[config.mk]
export PLATFORM = sky130hd
export DESIGN_NAME = fetch_unit
export DESIGN_NICKNAME = d
export VERILOG_FILES = /design/src/rtl/fetch_unit.sv
export SDC_FILE = /design/constraint.sdc
export NUM_CORES = 1
export LEC_CHECK = 0
export ABC_AREA = 0
export CORE_ASPECT_RATIO = 1.75
export CORE_UTILIZATION = 34
export CTS_BUF_LIST = sky130_fd_sc_hd__clkbuf_8
export CTS_CLUSTER_SIZE = 28
export DETAILED_ROUTE_END_ITERATION = 12
export PLACE_DENSITY = 0.58
export SYNTH_ARGS = -nofsm -noshare
export SYNTH_HDL_FRONTEND = slang
export SYNTH_SLANG_ARGS = --single-unit
export TNS_END_PERCENT = 1
[constraint.sdc]
create_clock -name clk_i -period 7.3 [get_ports clk_i]
set_input_delay 1.46 -clock clk_i [delete_from_list [all_inputs] [get_ports clk_i]]
set_output_delay 1.46 -clock clk_i [all_outputs]
set_load 0.005 [all_outputs]
[src/rtl/fetch_unit.sv]
// Instruction fetch stage: owns the fetch PC, issues word reads over req/ack and buffers
// {instr, pc} in a show-ahead FIFO for decode. Optional FETCH_PERF_CNT_EN adds instr_count_o.
module fetch_unit #(
  parameter int                      ARCHITECTURE = 32,
  parameter int                      FIFO_DEPTH   = 4,
  parameter logic [ARCHITECTURE-1:0] RESET_PC     = '0
) (
  input  logic                    clk_i,
  input  logic                    rst_i,
  input  logic                    redirect_valid_i,
  input  logic [ARCHITECTURE-1:0] redirect_pc_i,
  output logic                    imem_req_o,
  output logic [ARCHITECTURE-1:0] imem_addr_o,
  input  logic                    imem_ack_i,
  input  logic [ARCHITECTURE-1:0] imem_rdata_i,
  output logic                    instr_valid_o,
  output logic [ARCHITECTURE-1:0] instr_o,
  output logic [ARCHITECTURE-1:0] instr_pc_o,
  input  logic                    instr_ready_i
`ifdef FETCH_PERF_CNT_EN
  ,
  output logic [31:0]             instr_count_o
`endif
);

  localparam int PW = (FIFO_DEPTH > 1) ? $clog2(FIFO_DEPTH) : 1;
  localparam int CW = PW + 1;
  localparam logic [CW-1:0]           DEPTH_C = CW'(FIFO_DEPTH);
  localparam logic [ARCHITECTURE-1:0] PC_STEP = ARCHITECTURE'(4);

  typedef enum logic [1:0] {
    S_IDLE    = 2'd0,
    S_WAIT    = 2'd1,
    S_DISCARD = 2'd2
  } state_e;

  state_e                  state_q, state_d;
  logic [ARCHITECTURE-1:0] fetch_pc_q, fetch_pc_d;
  logic [ARCHITECTURE-1:0] addr_q, addr_d;

  logic [ARCHITECTURE-1:0] mem_instr [FIFO_DEPTH];
  logic [ARCHITECTURE-1:0] mem_pc    [FIFO_DEPTH];
  logic [PW-1:0]           rd_ptr_q, wr_ptr_q, rd_next;
  logic [CW-1:0]           count_q;
  logic [ARCHITECTURE-1:0] head_instr_q, head_pc_q;

  logic push, pop, flush;
  logic unused_pc_bits;

  assign unused_pc_bits = ^redirect_pc_i[1:0];
  assign rd_next        = rd_ptr_q + PW'(1);

  // Handshakes: imem request completes in any cycle with imem_req_o && imem_ack_i; the
  // FIFO head transfers to decode in any cycle with instr_valid_o && instr_ready_i, except
  // that a redirect in that cycle wins and the head is flushed rather than consumed.
  assign flush = redirect_valid_i;
  assign pop   = (count_q != '0) && instr_ready_i && !flush;

  always_comb begin
    state_d    = state_q;
    fetch_pc_d = fetch_pc_q;
    addr_d     = addr_q;
    push       = 1'b0;
    case (state_q)
      S_IDLE: begin
        // Issue only when a slot is free; that slot stays reserved for the returning word.
        if (!flush && (count_q < DEPTH_C)) begin
          state_d = S_WAIT;
          addr_d  = fetch_pc_q;
        end
      end
      S_WAIT: begin
        if (imem_ack_i) begin
          state_d = S_IDLE;
          if (!flush) begin
            push       = 1'b1;
            fetch_pc_d = addr_q + PC_STEP;
          end
        end else if (flush) begin
          state_d = S_DISCARD;
        end
      end
      S_DISCARD: begin
        if (imem_ack_i) state_d = S_IDLE;
      end
      default: state_d = S_IDLE;
    endcase
    if (flush) fetch_pc_d = {redirect_pc_i[ARCHITECTURE-1:2], 2'b00};
  end

  always_ff @(posedge clk_i) begin
    if (rst_i) begin
      state_q    <= S_IDLE;
      fetch_pc_q <= RESET_PC;
      addr_q     <= RESET_PC;
    end else begin
      state_q    <= state_d;
      fetch_pc_q <= fetch_pc_d;
      addr_q     <= addr_d;
    end
  end

  always_ff @(posedge clk_i) begin
    if (push) begin
      mem_instr[wr_ptr_q] <= imem_rdata_i;
      mem_pc[wr_ptr_q]    <= addr_q;
    end
  end

  // Head registers are loaded with whatever entry will be at the front next cycle, so
  // they hold their last value once the FIFO drains or is flushed.
  always_ff @(posedge clk_i) begin
    if (rst_i) begin
      count_q      <= '0;
      rd_ptr_q     <= '0;
      wr_ptr_q     <= '0;
      head_instr_q <= '0;
      head_pc_q    <= '0;
    end else if (flush) begin
      count_q  <= '0;
      rd_ptr_q <= '0;
      wr_ptr_q <= '0;
    end else begin
      if (push) wr_ptr_q <= wr_ptr_q + PW'(1);
      if (pop)  rd_ptr_q <= rd_next;
      case ({push, pop})
        2'b10:   count_q <= count_q + CW'(1);
        2'b01:   count_q <= count_q - CW'(1);
        default: count_q <= count_q;
      endcase
      if (push && ((count_q == '0) || (pop && (count_q == CW'(1))))) begin
        head_instr_q <= imem_rdata_i;
        head_pc_q    <= addr_q;
      end else if (pop && (count_q > CW'(1))) begin
        head_instr_q <= mem_instr[rd_next];
        head_pc_q    <= mem_pc[rd_next];
      end
    end
  end

  assign imem_req_o    = (state_q != S_IDLE);
  assign imem_addr_o   = addr_q;
  assign instr_valid_o = (count_q != '0);
  assign instr_o       = head_instr_q;
  assign instr_pc_o    = head_pc_q;

`ifdef FETCH_PERF_CNT_EN
  logic [31:0] perf_cnt_q;

  always_ff @(posedge clk_i) begin
    if (rst_i)    perf_cnt_q <= '0;
    else if (pop) perf_cnt_q <= perf_cnt_q + 32'd1;
  end

  assign instr_count_o = perf_cnt_q;
`endif

endmodule
==> run metrics <==
R2R cell count=4; Worst-path clk slew=around 0.070 ns; Worst Path Arrival=around 4.3 ns; hold_sp=fetch_pc_q[29]$_SDFFE_PP0P_; CP max stage delay=roughly 0.60 ns; vias per cell=roughly 5; RSZ-0062 raised after global routing=false; TritonCTS clock tree=done; Port Buffers=approximately 160; Synth area leaders=edfxtp_1 49%, dfxtp_1 18%, mux4_2 9.2%; GR Util met1=0.1881; final hold vios=0; fin worst setup slack=3.247 ns; Tmin final=roughly 4 ns; Main synth FF type=edfxtp_1; fillers=a little over 4k; cts hold-fix bufs=0; area of the core=roughly 45,000 um^2; syn nets=between 1k and 1.5k; ys async rst share=0; GP Congestion=0.7673; I/O pins=around 170; area leader, netlist=edfxtp_1; Layout Nets=~1.3k; placed insts=1,774; crit path max fanout=37; Num CTS Buffers=57; first-pass GRT wire length=between 50,000 and 60,000 um; CP Buf/Inv Count=2; die height=285.6 um; Post-CTS Resized=0; slowest CP cell=buf_4; synthesized area=between 15,000 and 20,000 um^2; fin crit share=0.5552; Max-cap violations=0; largest net degree at the start of global routing=between 80 and 90; fin. max-slew vios=0; r2r setup slk=around 4.2 ns; final global-route overflow total=0; vias in the first global route=9,673; postcts setup bufs=0; mean post-synth cell area=about 14 um^2; initial antenna violation count=1; Syn. warnings=0; final wirelength=between 30,000 and 40,000 um; Worst EP required=7.52 ns; num rows=slightly above 100; Worst setup EP type=flip-flop; met3 Usage GRT=0.02508; CTS root buffer=clkbuf_8; reg2reg start=state_q[1]$_SDFFE_PP0P_; vias=approximately 9.4k; Routed Antenna Nets=0; Hold Crit Class=reg -> reg; setup violators final=0; die area=around 47,000 um^2; Crit Path Category=in -> reg; CP top delay family=simple AND/OR/NAND/NOR gates; Layout Skew=0.03061 ns; Commonest cells post-synth=256 x edfxtp_1, 137 x dfxtp_1, 115 x nand2_1, 107 x nor2_1; register area share after synthesis=0.6673; Final HPWL DP=about 22,000 um; worst path cell trace=clkdlybuf4s50_1, nand3b_2, nor2_1, and2_4, buf_4; Max Clk Rate=0.2467 GHz; hold depth=2; Initial Utilization=0.3455; worst vdd ir=0.1336 mV; Leak Pwr=between 6 and 7 nW; Initial DRC Count=roughly 460; Worst Max-Slew Pin Slew=about 1.1 ns; crit start category=primary input; Synth top area share=0.4918; Post-Layout Inst Area=18,920 um^2; CTS max path bufs=3; setup TNS after final layout=0 ns; post-synth cell types=47; CTS sink cnt=around 400; worst skew pair latency=around 0.61 ns; die width=between 150 and 200 um; pwr dens=about 230 nW/um^2; post-route insts no fill=1,882; status=complete, no violations; met2 Use GR=0.2947; Min-Delay Endpoint=imem_addr_o[29]$_SDFFE_PP0P_; Placed Area=17,780 um^2; number of synthesized flops with an enable pin=256; Mapped Cells=about 1.1k; flops & latches, synth=393; most common cell in the netlist=edfxtp_1; area delta synth->final=21.06%; Post-route DRC=0; total number of H-tree levels=2; WL/cell=19.92 um; busiest layer in global routing=met2; pre-CTS setup slack=~2.6 ns; Total Routing Usage GR=0.1611; drt pass-1 iters=5; Slew headroom=0.2665; terminus of the critical flop-to-flop path=mem_instr[0][30]$_DFFE_PP_; layout cells sized above 1=0.1419
==> logic make-up (layout without fill, tap and decap cells) <==
group | Yosys count | in the layout | share of synthesized area
and+or+nand+nor | 279 | 279 | 0.07933
buffers and inverters | 84 | 294 | 0.02402
muxes | 132 | 132 | 0.1358
other | 0 | 1 | 0
AOI/OAI and AO/OA | 164 | 164 | 0.06756
xor gates and xnor gates | 32 | 32 | 0.01793
DFF | 393 | 393 | 0.6673
adders and majority gates | 10 | 10 | 0.008005
==> state kept, by name, summed over array words and instances (netlist names) <==
name,flops
mem_instr,128
mem_pc,128
fetch_pc_q,32
imem_addr_o,32
instr_o,32
instr_pc_o,32
count_q,3
rd_ptr_q,2
state_q,2
wr_ptr_q,2
==> power by group <==
group	switching, mW	internal, mW
sequential	0.0322	2.40
combinational	0.101	0.0961
clock	0.820	0.906
==> how the worst max path moves through the flow <==
stage / start / to / slack (ns) / cells past startpoint
2_1_floorplan: redirect_valid_i / mem_instr[0][0]$_DFFE_PP_ / 3.30 / 4
3_3_place_gp: imem_ack_i / mem_instr[0][22]$_DFFE_PP_ / 2.53 / 5
3_5_place_dp: imem_ack_i / mem_instr[2][22]$_DFFE_PP_ / 2.55 / 5
4_1_cts: imem_ack_i / mem_instr[2][9]$_DFFE_PP_ / 3.20 / 5
5_1_grt: imem_ack_i / mem_instr[2][9]$_DFFE_PP_ / 3.01 / 5
6_report: imem_ack_i / mem_instr[0][30]$_DFFE_PP_ / 3.25 / 5
==> cell type report <==
type | count | area (um^2) | share of cell area
antenna | 1 | 2.502 | 0.0001322
clock buffer | 67 | 922.1 | 0.04873
clock inverter | 40 | 217.7 | 0.01151
inverter | 8 | 30.03 | 0.001587
multi-input combinational | 617 | 4843 | 0.2560
sequential | 393 | 10440 | 0.5516
tap | 577 | 721.9 | 0.03815
timing repair buffer | 179 | 1747 | 0.09231
==> layout by cell type (no fill, tap or decap), types with 3 or more instances in the layout <==
cell type          n
edfxtp_1         256
a211oi_1          67
and2_4             4
mux2i_1           67
inv_1             33
nor3_1             3
a211o_1            4
clkdlybuf4s50_1  162
nor2_1           107
clkbuf_8          67
nand2_1          115
xnor2_1           13
nand3_1            4
nor4_2             3
dfxtp_1          135
a21oi_1           65
o21ai_0            4
nand3_2            3
xor2_1            19
clkinv_2           8
buf_4             16
clkinv_1           4
o22ai_1           19
o22ai_2            3
ha_1              10
and3_1             5
nand4_1           11
mux4_2            64
==> layer usage <==
| layer | vias up | routed length [um] |
|---|---|---|
| met3 | 60 | 1513 |
| met2 | 242 | 20170 |
| li1 | 4451 | - |
| met4 | 0 | 884 |
| met1 | 4667 | 14920 |
| met5 | - | 0 |
==> tightest hold or removal path: stages, from the launching register on <==
cell and delay, ns:
dfxtp_1 0.31, nand2_1 0.05, a21oi_1 0.05
==> per-stage QoR <==
step / utilization / hold WS (ns) / power [mW]
global placement: 0.3931 / 0.4343 / 2.672
floorplan: - / 0.4271 / 2.555
detailed placement: 0.3931 / 0.4432 / 2.677
global route: 0.4183 / 0.4655 / 4.527
CTS: 0.4183 / 0.4527 / 4.423
finish: 0.4183 / 0.4515 / 4.351
Power figures use the tool's default switching activity.
